### config.mk
export PLATFORM = sky130hd
export DESIGN_NAME = axi_wr_rr_arbiter
export DESIGN_NICKNAME = d
export VERILOG_FILES = /design/src/rtl/axi_wr_rr_arbiter.sv
export SDC_FILE = /design/constraint.sdc
export NUM_CORES = 1
export LEC_CHECK = 0
export ABC_AREA = 0
export BUFFER_PORTS_ARGS = -buffer_cell sky130_fd_sc_hd__buf_4
export CORE_AREA = 2 2 109 111
export DETAILED_ROUTE_END_ITERATION = 10
export DIE_AREA = 0 0 111 113
export GPL_TIMING_DRIVEN = 0
export HOLD_SLACK_MARGIN = 0.03
export SLEW_MARGIN = 15
export SYNTH_ARGS = -nofsm -noshare
export SYNTH_HDL_FRONTEND = slang
export SYNTH_SLANG_ARGS = --single-unit
### constraint.sdc
create_clock -name aclk -period 4.4 [get_ports aclk]
set_clock_uncertainty 0.2 [all_clocks]
set_input_delay 0.22 -clock aclk [delete_from_list [all_inputs] [get_ports aclk]]
set_output_delay 0.22 -clock aclk [all_outputs]
set_load 0.05 [all_outputs]
### src/rtl/axi_wr_rr_arbiter.sv
// Round-robin arbiter that shares one AXI4 write path (AW, W, B) among NUM_M
// masters. Only one write transaction is in flight at a time: the address,
// then the full data burst, then the response. Every channel is a
// combinational pass-through from the granted master. The only registered
// state is the phase FSM, the one-hot grant and the index of the last master
// to complete.

// Per-master gating of the outputs that face each master. An ungranted lane,
// or a lane whose phase is not active, reads 0.
module axi_wr_rr_lane (
  input  logic gnt,
  input  logic aw_phase,
  input  logic w_phase,
  input  logic b_phase,
  input  logic m_awready,
  input  logic m_wready,
  input  logic m_bvalid,
  output logic s_awready,
  output logic s_wready,
  output logic s_bvalid
);
  assign s_awready = gnt & aw_phase & m_awready;
  assign s_wready  = gnt & w_phase  & m_wready;
  assign s_bvalid  = gnt & b_phase  & m_bvalid;
endmodule

module axi_wr_rr_arbiter #(
  parameter int NUM_M  = 2,
  parameter int ADDR_W = 32,
  parameter int DATA_W = 32,
  parameter int ID_W   = 4
) (
  input  logic                       aclk,
  input  logic                       aresetn,
  // upstream AW
  input  logic [NUM_M-1:0]           s_awvalid,
  output logic [NUM_M-1:0]           s_awready,
  input  logic [NUM_M*ADDR_W-1:0]    s_awaddr,
  input  logic [NUM_M*8-1:0]         s_awlen,
  input  logic [NUM_M*ID_W-1:0]      s_awid,
  // upstream W
  input  logic [NUM_M-1:0]           s_wvalid,
  output logic [NUM_M-1:0]           s_wready,
  input  logic [NUM_M*DATA_W-1:0]    s_wdata,
  input  logic [NUM_M*DATA_W/8-1:0]  s_wstrb,
  input  logic [NUM_M-1:0]           s_wlast,
  // upstream B
  output logic [NUM_M-1:0]           s_bvalid,
  input  logic [NUM_M-1:0]           s_bready,
  output logic [1:0]                 s_bresp,
  output logic [ID_W-1:0]            s_bid,
  // downstream AW
  output logic                       m_awvalid,
  input  logic                       m_awready,
  output logic [ADDR_W-1:0]          m_awaddr,
  output logic [7:0]                 m_awlen,
  output logic [ID_W-1:0]            m_awid,
  // downstream W
  output logic                       m_wvalid,
  input  logic                       m_wready,
  output logic [DATA_W-1:0]          m_wdata,
  output logic [DATA_W/8-1:0]        m_wstrb,
  output logic                       m_wlast,
  // downstream B
  input  logic                       m_bvalid,
  output logic                       m_bready,
  input  logic [1:0]                 m_bresp,
  input  logic [ID_W-1:0]            m_bid,
  // current owner of the path, one-hot, zero while idle
  output logic [NUM_M-1:0]           grant
);

  localparam int STRB_W = DATA_W / 8;
  localparam int IDX_W  = $clog2(NUM_M);

  typedef enum logic [1:0] {S_IDLE, S_ADDR, S_DATA, S_RESP} state_e;

  state_e             state_q, state_d;
  logic [NUM_M-1:0]   grant_q, grant_d;
  logic [IDX_W-1:0]   last_q,  last_d;

  logic [IDX_W-1:0]   gidx;
  logic [IDX_W-1:0]   pick_idx;
  logic [IDX_W-1:0]   cand;
  logic               pick_vld;
  logic               aw_phase, w_phase, b_phase;

  // Per-master views of the flattened payload buses. Slice i belongs to master i.
  logic [NUM_M-1:0][ADDR_W-1:0] awaddr_v;
  logic [NUM_M-1:0][7:0]        awlen_v;
  logic [NUM_M-1:0][ID_W-1:0]   awid_v;
  logic [NUM_M-1:0][DATA_W-1:0] wdata_v;
  logic [NUM_M-1:0][STRB_W-1:0] wstrb_v;

  assign awaddr_v = s_awaddr;
  assign awlen_v  = s_awlen;
  assign awid_v   = s_awid;
  assign wdata_v  = s_wdata;
  assign wstrb_v  = s_wstrb;

  assign aw_phase = (state_q == S_ADDR);
  assign w_phase  = (state_q == S_DATA);
  assign b_phase  = (state_q == S_RESP);

  // Scan from last+1 with wrap. The first requester found wins.
  always_comb begin
    pick_vld = 1'b0;
    pick_idx = '0;
    cand     = '0;
    for (int k = 1; k <= NUM_M; k++) begin
      cand = IDX_W'((int'(last_q) + k) % NUM_M);
      if (!pick_vld && s_awvalid[cand]) begin
        pick_vld = 1'b1;
        pick_idx = cand;
      end
    end
  end

  // Convert the one-hot grant to an index that drives the payload muxes.
  always_comb begin
    gidx = '0;
    for (int i = 0; i < NUM_M; i++) begin
      if (grant_q[i]) gidx = IDX_W'(i);
    end
  end

  // Downstream muxes. Each valid is gated by its phase. Each payload is a
  // straight mux output and is meaningful only while its valid is high.
  assign m_awvalid = aw_phase & s_awvalid[gidx];
  assign m_awaddr  = awaddr_v[gidx];
  assign m_awlen   = awlen_v[gidx];
  assign m_awid    = awid_v[gidx];

  assign m_wvalid  = w_phase & s_wvalid[gidx];
  assign m_wdata   = wdata_v[gidx];
  assign m_wstrb   = wstrb_v[gidx];
  assign m_wlast   = s_wlast[gidx];

  assign m_bready  = b_phase & s_bready[gidx];
  assign s_bresp   = m_bresp;
  assign s_bid     = m_bid;

  assign grant     = grant_q;

  // Upstream ready/valid gating. There is one lane instance per master.
  for (genvar i = 0; i < NUM_M; i++) begin : g_lane
    axi_wr_rr_lane u_lane (
      .gnt       (grant_q[i]),
      .aw_phase  (aw_phase),
      .w_phase   (w_phase),
      .b_phase   (b_phase),
      .m_awready (m_awready),
      .m_wready  (m_wready),
      .m_bvalid  (m_bvalid),
      .s_awready (s_awready[i]),
      .s_wready  (s_wready[i]),
      .s_bvalid  (s_bvalid[i])
    );
  end

  // Phase sequencing: IDLE -> ADDR -> DATA -> RESP -> IDLE.
  // The grant is held until the B handshake.
  always_comb begin
    state_d = state_q;
    grant_d = grant_q;
    last_d  = last_q;
    case (state_q)
      S_IDLE: begin
        if (pick_vld) begin
          grant_d           = '0;
          grant_d[pick_idx] = 1'b1;
          state_d           = S_ADDR;
        end
      end
      S_ADDR: begin
        if (m_awvalid && m_awready) state_d = S_DATA;
      end
      S_DATA: begin
        if (m_wvalid && m_wready && m_wlast) state_d = S_RESP;
      end
      S_RESP: begin
        if (m_bvalid && m_bready) begin
          last_d  = gidx;
          grant_d = '0;
          state_d = S_IDLE;
        end
      end
      default: begin
        grant_d = '0;
        state_d = S_IDLE;
      end
    endcase
  end

  // State registers. Reset makes master 0 the first winner and drops any
  // transaction that is in flight.
  always_ff @(posedge aclk) begin
    if (!aresetn) begin
      state_q <= S_IDLE;
      grant_q <= '0;
      last_q  <= IDX_W'(NUM_M - 1);
    end else begin
      state_q <= state_d;
      grant_q <= grant_d;
      last_q  <= last_d;
    end
  end

endmodule

==> flow_summary.toml <==
[critical_path]
required_ns = 3.98
max_stage_delay_ns = 0.36
cp_slowest_cell = "mux2_2"
critical_path.max_fanout = 10
crit_family = "buffers and inverters"
endpoint_kind = "output pin"
start_kind = "register"
rr_startpoint = "state_q[0]$_SDFFE_PN0P_"
startpoint = "grant[1]$_SDFFE_PN0P_"
cp.arrival_ns = 1.87
critical_path_buf_inv_count = 4
path_class = "reg -> out"
cp_cell_sequence = "buf_4 > buf_2 > buf_2 > mux2_2 > buf_4"

[synth]
ys_ff_latch = 5
syn_nets = 340
synth_top_area_share_pct = 61.0
synth-compound-area-share_pct = 4.10
muxShareOfSynthArea_pct = 64.4
synth_area_leaders = "mux2_2 61%, buf_4 7.5%, dfxtp_1 6.7%, ha_1 3.3%, mux2i_1 3.3%"
yosys_warnings = 0
synth_cell_types = 21
synth-xor-area-share_pct = 0
synth_top_family_by_area = "multiplexers"
synth-simple-area-share_pct = 10.2
synth_enable_flop_cells = 0
yosysTopAreaCell = "mux2_2"
synth.avg_cell_area_sq_um = 9.52
async_reset_ff_share_pct = 0
synthAdderAreaFrac_pct = 3.35
synth_ff_type = "dfxtp_1"
ys_seq_area_share_pct = 6.69
synth_area_sq_um = 1500
netlist_instances = 157

[finish]
final_nets = 615
final_cell_mix = "285 x buf_4, 81 x mux2_2, 9 x buf_2"
antenna_cells = 0
area_growth_pct = 153
final_common_cell = "buf_4"
drive_gt1_share_pct = 87.9

[sta]
rsz0062_at_grt = "false"
tns_ns = 0
period_share_pct = 52.1
setup-violations-final = 0
tightestPinTransition_ns = 0.402
timing.final.ws_setup_ns = 2.11
period_needed_ns = 2.29
slew_headroom_pct = 72.9
finalHoldViolations = 0
fmax_mhz = 436
final_max_slew_viol_count = 0

[placement]
place.gp.congestion = 0.802
dp_slack_ns = 2.32
portBuffers = 270
place_hpwl_mm = 7.41

[clock_tree]
cts.clk_slew.worst_paths_ns = 0.03
clk_latency_ns = 0.23
postCtsSetupBuffers = 0
hold_buffers = 0
clock-sinks = 5
clock_path_buffers = 2
htree_levels = 1
cts_buffers = 3
root_buffer = "clkbuf_16"
post_cts_resized = 0
cts_tree = "done"

[route]
drt_first_iter_violations = 55
drt_wl_total_mm = 8.35
remaining_drc_errors = 0
wire_per_inst_um = 14.5
via_count = 2266
drt_pass1_iterations = 4
via_per_inst = 3.95
postRouteAntennaNets = 0

[die]
start_util_pct = 13.3
boundaryPins = 277
core_sq_um = 11300
fp.dieW_um = 111
die_h_um = 113
core.rowCount = 39
dieArea_sq_um = 12500

[min_path]
hp-start = "aresetn"
hp-class = "in -> reg"

[grt]
grt_pass1_wl_mm = 12.3
grt_antenna_before_repair = 0
grt_overflow = 0
track_usage_pct = 11.9
grt_pass1_vias = 2311
grt_max_degree = 11

[run]
max_cap_viol_count = 0

[status]
status = "complete, no violations"

[power_and_ir_drop]
powerDensity_nw_per_um2 = 355
vdd_drop_max_v = 0.000220
leakage_nw = 1.95
where the power goes:
group,internal [mW],total [mW],leakage (nW),switching [mW]
clock network,0.120,0.151,0.0382,0.0312
registers,0.0611,0.0762,0.0412,0.0151
logic,0.445,1.11,1.87,0.670
total,0.627,1.34,1.95,0.716
worst paths after layout:
kind              cells after the start                       to  slack [ns]
setup / recovery                      5              m_wdata[12]        2.11
hold / removal                        2      last_q$_SDFFE_PN1P_        0.03
setup reg to reg                      5  state_q[0]$_SDFFE_PN0P_        2.63
hold reg to reg                       2  state_q[1]$_SDFFE_PN0P_        0.30
stage by stage:
stage	power [mW]	cell area (sq um)	utilization, %	hold slack (ns)	std cells
floorplan	0.831	1500	-	0.0962	157
global placement	1.19	3700	32.8	0.260	570
detailed placement	1.20	3700	32.8	0.260	570
CTS	1.36	3780	33.5	0.0410	574
global route	1.41	3780	33.5	0.0494	574
finish	1.34	3780	33.5	0.0346	574
registers in the layout, indices dropped and copies added, names as in the netlist:
signal and cells:
last_q 1, state_q 2, grant 2
cell usage after synthesis (all sizes together), types with 2 or more instances:
| cell | n |
|---|---|
| mux2 | 81 |
| ha | 4 |
| a21boi | 2 |
| dfxtp | 5 |
| nor2 | 2 |
| o21ai | 5 |
| and3 | 6 |
| inv | 3 |
| nand3 | 4 |
| nor2b | 5 |
| nand2 | 4 |
| buf | 24 |
| mux2i | 5 |
cell type report:
class,instances,area [sq um]
clock buffers,4,78.8
flip-flops and latches,5,100
plain buffers,24,158
fillers,1157,7490
well taps,143,179
repair buffers,270,2030
inverters,3,11.3
multi-input cells,125,1230
layer usage:
layer,GRT usage (%),routed length (um),vias to the layer above
li1,-,-,1110
met1,13.7,3130,1030
met3,2.30,544,8
met4,2.17,68,0
met5,0,0,-
met2,23.1,4610,118
kinds of logic after synthesis:
| kind of cell | Yosys count |
|---|---|
| muxes | 86 |
| buffers and inverters | 27 |
| AOI/OAI and AO/OA | 10 |
| and+or+nand+nor | 25 |
| adders and majority gates | 4 |
| DFF | 5 |
Note: power is estimated with default switching activity, not from simulation.
